[src/rtl/hdlc_rx_reader.sv]
// Host-side HDLC receive reader: polls Rx_SC/Rx_Len, drains Rx_Buff and streams the payload.
// Build option: define HDLC_RX_READER_FCS_EN to switch receiver FCS checking on after reset.
module hdlc_rx_reader #(
    parameter int unsigned MAX_LEN = 126
) (
    input  logic       Clk,
    input  logic       Rst,
    input  logic       Rx_Ready,
    output logic [2:0] Address,
    output logic       ReadEnable,
    output logic       WriteEnable,
    output logic [7:0] WrData,
    input  logic [7:0] RdData,
    output logic [7:0] M_Data,
    output logic       M_Valid,
    input  logic       M_Ready,
    output logic       M_Sof,
    output logic       M_Eof,
    output logic       Frm_Done,
    output logic [3:0] Frm_Err,
    input  logic       Drop_Req
);

    localparam logic [2:0] ADDR_SC   = 3'd2;
    localparam logic [2:0] ADDR_BUFF = 3'd3;
    localparam logic [2:0] ADDR_LEN  = 3'd4;
    localparam logic [7:0] MAX_LEN_B = 8'(MAX_LEN);

`ifdef HDLC_RX_READER_FCS_EN
    localparam logic [7:0] DROP_CMD  = 8'h22;
    localparam logic [7:0] INIT_CMD  = 8'h20;
`else
    localparam logic [7:0] DROP_CMD  = 8'h02;
`endif

    typedef enum logic [3:0] {
        IDLE,
        RD_SC,
        W_SC,
        RD_LEN,
        W_LEN,
        RD_BYTE,
        W_BYTE,
        HOLD,
        DROP,
        DONE,
        WAIT_CLR
`ifdef HDLC_RX_READER_FCS_EN
        , INIT
`endif
    } state_t;

`ifdef HDLC_RX_READER_FCS_EN
    localparam state_t RESET_STATE = INIT;
`else
    localparam state_t RESET_STATE = IDLE;
`endif

    state_t     state_reg, state_next;
    logic [2:0] addr_reg, addr_next;
    logic       rd_en_reg, rd_en_next;
    logic       wr_en_reg, wr_en_next;
    logic [7:0] wr_data_reg, wr_data_next;
    logic [7:0] m_data_reg, m_data_next;
    logic       m_valid_reg, m_valid_next;
    logic       m_sof_reg, m_sof_next;
    logic       m_eof_reg, m_eof_next;
    logic       frm_done_reg, frm_done_next;
    logic [3:0] frm_err_reg, frm_err_next;
    logic [3:0] err_reg, err_next;
    logic [6:0] len_reg, len_next;
    logic [6:0] cnt_reg, cnt_next;
    logic       host_drop;
    logic       len_bad;
    logic       enter_drop;

    // Every output is registered: the bus strobe seen in a state was decided on entry to it.
    always_ff @(posedge Clk or negedge Rst) begin
        if (!Rst) begin
            state_reg    <= RESET_STATE;
            addr_reg     <= 3'd0;
            rd_en_reg    <= 1'b0;
            wr_en_reg    <= 1'b0;
            wr_data_reg  <= 8'd0;
            m_data_reg   <= 8'd0;
            m_valid_reg  <= 1'b0;
            m_sof_reg    <= 1'b0;
            m_eof_reg    <= 1'b0;
            frm_done_reg <= 1'b0;
            frm_err_reg  <= 4'd0;
            err_reg      <= 4'd0;
            len_reg      <= 7'd0;
            cnt_reg      <= 7'd0;
        end else begin
            state_reg    <= state_next;
            addr_reg     <= addr_next;
            rd_en_reg    <= rd_en_next;
            wr_en_reg    <= wr_en_next;
            wr_data_reg  <= wr_data_next;
            m_data_reg   <= m_data_next;
            m_valid_reg  <= m_valid_next;
            m_sof_reg    <= m_sof_next;
            m_eof_reg    <= m_eof_next;
            frm_done_reg <= frm_done_next;
            frm_err_reg  <= frm_err_next;
            err_reg      <= err_next;
            len_reg      <= len_next;
            cnt_reg      <= cnt_next;
        end
    end

    always_comb begin
        state_next    = state_reg;
        addr_next     = 3'd0;
        rd_en_next    = 1'b0;
        wr_en_next    = 1'b0;
        wr_data_next  = 8'd0;
        m_data_next   = m_data_reg;
        m_valid_next  = m_valid_reg;
        m_sof_next    = m_sof_reg;
        m_eof_next    = m_eof_reg;
        frm_done_next = 1'b0;
        frm_err_next  = 4'd0;
        err_next      = err_reg;
        len_next      = len_reg;
        cnt_next      = cnt_reg;
        enter_drop    = 1'b0;
        host_drop     = Drop_Req &&
                        (state_reg inside {RD_LEN, W_LEN, RD_BYTE, W_BYTE, HOLD});
        len_bad       = (RdData == 8'd0) || (RdData > MAX_LEN_B);

        case (state_reg)
`ifdef HDLC_RX_READER_FCS_EN
            INIT: begin
                wr_en_next   = 1'b1;
                addr_next    = ADDR_SC;
                wr_data_next = INIT_CMD;
                state_next   = IDLE;
            end
`endif
            IDLE: begin
                if (Rx_Ready) begin
                    rd_en_next = 1'b1;
                    addr_next  = ADDR_SC;
                    state_next = RD_SC;
                end
            end
            RD_SC: state_next = W_SC;
            W_SC: begin
                err_next   = {1'b0, RdData[4:2]};
                rd_en_next = 1'b1;
                addr_next  = ADDR_LEN;
                state_next = RD_LEN;
            end
            RD_LEN: state_next = W_LEN;
            W_LEN: begin
                if (len_bad || (err_reg[2:0] != 3'd0)) begin
                    err_next[3] = len_bad;
                    enter_drop  = 1'b1;
                end else begin
                    len_next   = RdData[6:0];
                    cnt_next   = 7'd0;
                    rd_en_next = 1'b1;
                    addr_next  = ADDR_BUFF;
                    state_next = RD_BYTE;
                end
            end
            RD_BYTE: state_next = W_BYTE;
            W_BYTE: begin
                m_data_next  = RdData;
                m_valid_next = 1'b1;
                m_sof_next   = (cnt_reg == 7'd0);
                m_eof_next   = (cnt_reg == len_reg - 7'd1);
                state_next   = HOLD;
            end
            HOLD: begin
                if (m_valid_reg && M_Ready) begin
                    cnt_next     = cnt_reg + 7'd1;
                    m_valid_next = 1'b0;
                    m_sof_next   = 1'b0;
                    m_eof_next   = 1'b0;
                    if (m_eof_reg) begin
                        frm_done_next = 1'b1;
                        frm_err_next  = err_reg;
                        state_next    = DONE;
                    end else begin
                        rd_en_next = 1'b1;
                        addr_next  = ADDR_BUFF;
                        state_next = RD_BYTE;
                    end
                end
            end
            DROP: begin
                frm_done_next = 1'b1;
                frm_err_next  = err_reg;
                state_next    = DONE;
            end
            DONE: state_next = WAIT_CLR;
            WAIT_CLR: begin
                // A ready still high from the frame just handled must not be re-read.
                if (!Rx_Ready) begin
                    state_next = IDLE;
                end
            end
            default: state_next = RESET_STATE;
        endcase

        // A host drop overrides whatever the state chose and is not reported as an error.
        if (host_drop) begin
            err_next   = 4'd0;
            enter_drop = 1'b1;
        end

        if (enter_drop) begin
            state_next   = DROP;
            rd_en_next   = 1'b0;
            wr_en_next   = 1'b1;
            addr_next    = ADDR_SC;
            wr_data_next = DROP_CMD;
            m_valid_next = 1'b0;
            m_sof_next   = 1'b0;
            m_eof_next   = 1'b0;
        end
    end

    assign Address     = addr_reg;
    assign ReadEnable  = rd_en_reg;
    assign WriteEnable = wr_en_reg;
    assign WrData      = wr_data_reg;
    assign M_Data      = m_data_reg;
    assign M_Valid     = m_valid_reg;
    assign M_Sof       = m_sof_reg;
    assign M_Eof       = m_eof_reg;
    assign Frm_Done    = frm_done_reg;
    assign Frm_Err     = frm_err_reg;

endmodule

[config.mk]
export PLATFORM = sky130hd
export DESIGN_NAME = hdlc_rx_reader
export DESIGN_NICKNAME = d
export VERILOG_FILES = /design/src/rtl/hdlc_rx_reader.sv
export SDC_FILE = /design/constraint.sdc
export NUM_CORES = 1
export LEC_CHECK = 0
export CORE_MARGIN = 5
export CORE_UTILIZATION = 41
export CTS_CLUSTER_DIAMETER = 40
export CTS_CLUSTER_SIZE = 28
export DETAILED_ROUTE_END_ITERATION = 8
export PLACE_DENSITY = 0.65
export SKIP_CTS_REPAIR_TIMING = 1
export SYNTH_ARGS = -nofsm -noshare
export SYNTH_HDL_FRONTEND = slang
export SYNTH_SLANG_ARGS = --single-unit
[constraint.sdc]
create_clock -name Clk -period 2 [get_ports Clk]
set_input_delay 0.4 -clock Clk [delete_from_list [all_inputs] [get_ports Clk]]
set_output_delay 0.4 -clock Clk [all_outputs]
set_load 0.02 [all_outputs]
## After elaboration in Yosys (flattened, before gate mapping)

Cells that the tools add are included.

- Register bits after elaboration: 51
- Word-level logic and storage cells: 99

- Add/subtract/negate cells: 2
- Magnitude comparators: 1
- Eq/ne operators: 18
- Mux-type cells: 44
- Bitwise logic cells: 1
- Reduce and logical (&&, ||, !) cells: 18

Operator list:

| cell | number |
|---|---|
| 4-bit case mux with 11 select lines | 1 |
| 4-bit 2-to-1 mux | 9 |
| 4-bit by 3-bit == test with 1-bit output (second input constant) | 4 |
| 1-bit 2-to-1 mux | 16 |
| 7-bit 2-to-1 mux | 2 |
| 7-bit case mux with 2 select lines | 1 |
| 4-bit == test (second input constant) | 3 |
| 3-bit case mux with 4 select lines | 1 |
| 2-bit 2-to-1 mux | 5 |
| 1-bit case mux with 2 select lines | 5 |
| 3-bit != test (second input constant) | 3 |
| 3-bit nonzero test | 3 |
| 4-bit by 2-bit == test with 1-bit output (second input constant) | 2 |
| 8-bit by 7-bit > comparator with 1-bit output (second input constant) | 1 |
| 8-bit logical NOT | 1 |
| 4-bit case mux with 2 select lines | 1 |
| 7-bit by 1-bit adder with 7-bit output (second input constant) | 1 |
| 7-bit == test | 1 |
| 7-bit logical NOT | 1 |
| 7-bit by 1-bit subtractor with 7-bit output (second input constant) | 1 |
| 3-bit 2-to-1 mux | 2 |
| 3-bit by 2-bit != test with 1-bit output (second input constant) | 2 |
| 2-bit AND reduction | 3 |
| 5-bit nonzero test | 1 |
| 11 further kinds | 14 |

## Logic depth before layout (Yosys ltp)

- Word-level depth: 8
- Mapped depth: 7
- Mapped depth without buffers: 7

## Worst setup path after synthesis

Ideal clock, no wire load.

- Path type: input-to-reg
- Start point: input port RdData[6]
- End point: register len_reg[1]
- Arrival time: 1542 ps
- Data required time: 1875 ps
- Slack: 333 ps
- Cell stages on the path: 5
- Buffers on the path: 1
- Cell sequence: and4_1 -> a41oi_1 -> nand3_2 -> buf_6 -> mux2_4

- Word-level cells in the longest chain between the ends: 5
- Elaborated cells on any way between the ends: 6
- Those cells by class: 1 x order compare; 1 x bitwise; 4 x reduce/logical

Ends and longest elaborated chain:

| element | line | text |
|---|---|---|
| from (decl) | 13 | `input logic [7:0] RdData,` |
| 8-bit by 7-bit > comparator with 1-bit output / 8-bit logical NOT (equally long branches) | 130 | `len_bad = (RdData == 8'd0) \|\| (RdData > MAX_LEN_B);` |
| 1-bit logical OR (*) | 130 |  |
| 1-bit logical OR (*) | 157 | `if (len_bad \|\| (err_reg[2:0] != 3'd0)) begin` |
| 1-bit inverter (no line) (*) | -- |  |
| 2-bit AND reduction (no line) (*) | -- |  |
| to (signal assigned) | 107 | `len_reg <= len_next;` |
| to (decl) | 71 | `logic [6:0] len_reg, len_next;` |

Mark *: on every way between the ends. The rest lies on a longest branch, timed or not.
A chain may end at the register's enable or synchronous reset.

## Final worst setup path

- Start point: input port RdData[6]
- End point: register cnt_reg[2]

- Word-level cells in the longest chain between the ends: 5
- Elaborated cells on any way between the ends: 6
- Those cells by class: 1 x order compare; 1 x eq/ne; 4 x reduce/logical

Ends and longest elaborated chain:

| element | line | text |
|---|---|---|
| 8-bit by 7-bit > comparator with 1-bit output / 8-bit logical NOT (equally long branches) | 130 |  |
| 1-bit logical OR (*) | 130 |  |
| 1-bit logical OR (*) | 157 |  |
| 2-bit != test (no line) (*) | -- |  |
| 3-bit AND reduction (no line) (*) | -- |  |
| to (signal assigned) | 108 | `cnt_reg <= cnt_next;` |
| to (decl) | 72 | `logic [6:0] cnt_reg, cnt_next;` |

Marked as above.

==> results.py <==
metrics = {
    "clock_tree": {
        "numCtsBuffers": 5,
        "clkLatencyLatePin_ns": 0.30,
        "clkSinkCount": 43,
        "cts_tree": "built",
        "clock-root-buffer": "clkbuf_8",
        "htreeDepth": 2,
        "path_clk_slew_ns": 0.09,
        "clockBufferDepth": 2,
    },
    "sta": {
        "fin_worst_skew_ns": 0.01223,
        "finalSetupViolations": 0,
        "rsz0062_at_grt": "no",
        "min_period_ns": 1.869,
        "fmax_mhz": 535.1,
        "hold_viol_final": 0,
        "period_share": 0.9344,
        "slew_viol_final": 0,
        "holdWs_ns": 0.05070,
        "setup_tns_ns": 0,
    },
    "grt": {
        "grt_pass1_vias": 1873,
        "grt_max_degree": 24,
        "overflow": 0,
        "grt_first_pass_wirelength_um": 9149,
        "antenna_found_initial": 0,
        "grt_usage": 0.1601,
    },
    "floorplanning": {
        "die-area_um2": 7134,
        "core_um2": 5439,
        "rows": 27,
        "io_pins": 42,
        "die_h_um": 84.47,
        "start_util": 0.4180,
        "die_width_um": 84.47,
    },
    "finish": {
        "fin_nets": 292,
        "drive_above_1_share": 0.2599,
        "layout_common_cells": "dfrtp_1 (42), clkdlybuf4s50_1 (33), buf_4 (28)",
        "num_antenna_cells": 0,
        "mostFrequentLayoutCell": "dfrtp_1",
        "area_growth_pct": 32.80,
        "largest_register_ffs": 8,
        "post-route-util": 0.5551,
        "final_cells": 349,
        "fill_cells": 481,
    },
    "logic_synthesis": {
        "ys_seq_elements": 43,
        "synth_area_um2": 2273,
        "async_reset_ff_frac": 1.000,
        "yosysWarnings": 0,
        "syn_area_per_cell_um2": 10.62,
        "synthCells": 214,
        "synth_cell_types": 58,
        "synth_edf_count": 0,
        "yosysSeqAreaShare": 0.4733,
        "ys.flop_type": "dfrtp_1",
    },
    "route": {
        "via_per_inst": 5.178,
        "drt-pass1-iter-count": 4,
        "drtAntennaViolNets": 0,
        "drc": 0,
        "drt_iter0_drc": 146,
        "num_vias": 1807,
        "wl_um": 5337,
        "wire_per_inst_um": 15.29,
    },
    "power": {
        "p_sw_frac": 0.3657,
        "power_frac_seq": 0.328,
        "power_density_nw_per_um2": 1420,
        "comb_power_share": 0.483,
        "p_sw_mw": 1.568,
        "ir_worst_vdd_mv": 0.6693,
        "leakagePower_nw": 1.344,
        "internal_power_mw": 2.720,
        "power.share.clock": 0.188,
    },
    "placed_design": {
        "place_inst": 341,
        "hpwl_um": 4089,
        "gp_congestion": 0.8440,
        "io_buffers": 34,
    },
    "worst_setup_path": {
        "end_kind": "register",
        "cp.arrival_ns": 2.04,
        "setup.worst_path.class": "input port to register",
        "critPathLaunchType": "input port",
        "critical_path_required_ns": 2.17,
        "crit_path_max_fanout": 3,
    },
    "run_status": {
        "status": "finished clean",
    },
    "run": {
        "maxCapViolCount": 0,
    },
    "min_path": {
        "min_path_type": "input port to async pin",
    },
}
## path summary, 6_finish.rpt
check,slack [ns],startpoint,depth (start not counted),end
setup reg to reg,0.20,len_reg[0],6,M_Eof
setup / recovery,0.13,RdData[6],8,cnt_reg[2]
max in group asynchronous,1.44,Rst,2,cnt_reg[3]
hold reg to reg,0.50,err_reg[3],1,Frm_Err[3]
hold / removal,0.05,Rst,1,Address[0]
min in group Clk,0.50,err_reg[3],1,Frm_Err[3]
## synth_stat cells, types with 2 or more instances
cell type | count | area (µm²)
mux2i_1 | 3 | 30.03
xor2_1 | 3 | 26.28
nand2b_1 | 3 | 18.77
a21oi_2 | 2 | 17.52
o21ai_0 | 13 | 65.06
nor2_2 | 2 | 12.51
o211ai_1 | 2 | 15.01
nand4_1 | 5 | 31.28
nor4_1 | 3 | 18.77
nor2_1 | 13 | 48.80
and2_1 | 6 | 37.54
a21oi_1 | 9 | 45.04
nor3_1 | 3 | 15.01
buf_4 | 9 | 67.56
buf_6 | 2 | 22.52
dfrtp_1 | 43 | 1076
inv_1 | 12 | 45.04
mux2_2 | 9 | 101.4
or4_4 | 2 | 22.52
ha_1 | 3 | 37.54
xnor2_1 | 4 | 35.03
nand3_1 | 6 | 30.03
mux2_4 | 6 | 90.09
nand2_1 | 14 | 52.55
buf_2 | 2 | 10.01
o21a_1 | 2 | 15.01
or3_1 | 2 | 12.51
## through the flow
stage | power, mW | worst slack [ns] | instance area [µm²]
final | 4.288 | 0.1313 | 3019
after global routing | 4.577 | 0.006132 | 3019
after floorplan | 2.698 | 0.3331 | 2296
after global placement | 3.445 | -0.3095 | 2870
after CTS | 4.306 | 0.001621 | 3003
after detailed placement | 3.487 | -0.3101 | 2870
## area by class of cell
class	instances	area (µm²)	share of cell area
Multi-Input combinational cell	149	1085	0.3593
Sequential cell	43	1077	0.3568
Timing Repair Buffer	64	585.6	0.1939
Tap cell	72	90.09	0.02984
Clock buffer	6	72.57	0.02404
Clock inverter	2	60.06	0.01989
Inverter	13	48.80	0.01616
## power groups by stage
stage	Clock [mW]	Sequential, mW	Combinational [mW]
6_report	0.808	1.41	2.07
5_1_grt	0.863	1.46	2.26
4_1_cts	0.816	1.41	2.08
3_5_place_dp	0	1.42	2.06
3_3_place_gp	0	1.42	2.03
2_1_floorplan	0	1.57	1.13
## cells by family after synthesis
| family | count (synthesis) | share of synthesized area |
|---|---|---|
| other cells | 1 | 0.001649 |
| simple gates | 70 | 0.1882 |
| flops | 43 | 0.4733 |
| compound gates | 44 | 0.1271 |
| fa+ha+maj | 3 | 0.01651 |
| xor+xnor | 7 | 0.02697 |
| buf+inv | 28 | 0.06879 |
| mux | 18 | 0.09742 |
## per-layer routing
| metal | vias up | wire, µm | global-route usage |
|---|---|---|---|
| met4 | 0 | 68 | 0.04604 |
| met5 | - | 0 | 0 |
| met3 | 8 | 313 | 0.04514 |
| li1 | 874 | - | - |
| met2 | 57 | 2547 | 0.2532 |
| met1 | 868 | 2408 | 0.2153 |
## critical path, stage by stage
cell and delay, ns:
clkdlybuf4s50_1 0.46, and4_1 0.23, a41oi_1 0.30, buf_4 0.18, a21oi_2 0.07, buf_4 0.15
o21ai_0 0.15, o21ai_0 0.10
Note: power is estimated with default switching activity, not from simulation.
==> variant, RTL diff (config.mk and constraints unchanged) <==
Add a define of `HDLC_RX_READER_FCS_EN`.
--- a/src/rtl/hdlc_rx_reader.sv
+++ b/src/rtl/hdlc_rx_reader.sv
@@ -1,4 +1,6 @@
 // Host-side HDLC receive reader: polls Rx_SC/Rx_Len, drains Rx_Buff and streams the payload.
 // Build option: define HDLC_RX_READER_FCS_EN to switch receiver FCS checking on after reset.
+`define HDLC_RX_READER_FCS_EN
+
 module hdlc_rx_reader #(
     parameter int unsigned MAX_LEN = 126
Behaviour: not the same (Yosys sat finds a counterexample within 4 cycles, from zero or initial values and one cycle with Rst low).
==> variant against the original RTL <==
- global-route usage is 0.72 points lower
- wire length shrank 1.7%
- sequential share of layout area increased by 0.75 points
- cell area increased by 0.46%
- worst hold slack improved by 0.0043 ns
- non-clock buffer count down 6
- maximum frequency fell by 1.2%
- synthesized area rose by 4.2%
- clock power is 26% lower
- total power shrank 8.1%
- sequential cell count grew 1
- worst setup slack lost 0.023 ns
- critical endpoint is now cnt_reg[6]$_DFFE_PN0P_
- largest cell class unchanged
==> variant: results <==
metrics = {
    "outcome": {
        "status": "finished clean",
    },
    "global_routing": {
        "global_route.usage.met1_pct": 22.02,
        "met2_usage_pct": 22.49,
        "grt_first_pass_wirelength_um": 9114,
        "grt_pass1_vias": 1834,
        "gr-usage-met3_pct": 3.650,
        "grt_max_degree": 45,
    },
    "route": {
        "route.layer.met1.wl_um": 2482,
        "initialDrtViolationCount": 132,
        "dr_wl_met2_um": 2366,
        "routedWlPerCell_um": 14.57,
        "met3WireLength_um": 307,
    },
    "yosys": {
        "synth_compound_area_share_pct": 14.04,
        "synth.cells.most_frequent": "dfrtp_1 (41), nor2_1 (22), nand2_1 (17)",
        "yosys-top-cells-area": "dfrtp_1 (43%), mux2_2 (6.2%), nor2_1 (3.5%)",
        "synth_cell_types": 55,
        "post_synth_xor_area_fraction_pct": 2.957,
        "synth-seq-area-share_pct": 46.62,
        "synthMuxAreaShare_pct": 8.712,
        "synth_adder_area_share_pct": 1.584,
        "postSynth.asyncResetShare_pct": 100.0,
        "yosys_register_bits": 44,
    },
    "placed_design": {
        "io_buffers": 35,
        "hpwl_um": 3997,
        "routabilityCongestion": 0.8639,
    },
    "finish": {
        "drive_gt1_share_pct": 21.88,
        "nonClockInverterCount": 11,
        "clock_area_share_pct": 3.094,
        "num-nonclk-buffers": 58,
        "clock_buffer_count": 7,
        "seq-cell-share_pct": 36.43,
        "layout_filler_cell_count": 519,
        "final_net_count": 303,
        "num-multi-input-gates": 167,
        "area_of_combinational_cells_with_multiple_inputs_mm2": 0.001167,
        "bufAreaShareNonClock_pct": 17.66,
    },
    "power_and_ir_drop": {
        "ir_drop_worst_vdd_mv": 0.7602,
        "p_sw_mw": 1.543,
        "p_clk_share_pct": 15.1,
        "sequential_power_mw": 1.56,
        "power.leakage_nw": 1.328,
        "p_int_mw": 2.396,
    },
    "critical_path": {
        "critical_path_arrival_ns": 2.12,
        "cpPeakStageDelay_ns": 0.58,
        "cp-startpoint": "RdData[3]",
        "worstReg2RegEnd": "cnt_reg[6]$_DFFE_PN0P_",
        "crit_family": "simple AND/OR/NAND/NOR gates",
        "r2r-start": "state_reg[3]$_DFFE_PN1P_",
        "cp_max_fo": 8,
    },
    "sta": {
        "worst_clock_skew_ns": 0.01140,
    },
}
## variant: changes by cell type after synthesis, sizes merged, moves of 3 or more
cell | before | now
o21ai | 14 | 9
nor2 | 15 | 23
mux2i | 3 | 6
and2 | 6 | 3
o41ai | 0 | 3
nor3 | 4 | 7
nor2b | 0 | 6
nand2 | 14 | 17
a21oi | 11 | 15
dfstp | 0 | 3
## variant: through the flow
| step | cells | cell area, um2 | util, % | worst slack (ns) | hold slack (ns) |
|---|---|---|---|---|---|
| CTS | 359 | 3012 | 54.03 | 0.07209 | 0.06509 |
| finish | 360 | 3033 | 54.41 | 0.1079 | 0.05503 |
| global placement | 351 | 2918 | 52.35 | -0.1672 | 0.3941 |
| floorplan | 237 | 2389 | - | 0.3156 | 0.1044 |
| detailed placement | 351 | 2918 | 52.35 | -0.2393 | 0.3983 |
| global route | 360 | 3033 | 54.41 | 0.002804 | 0.07535 |
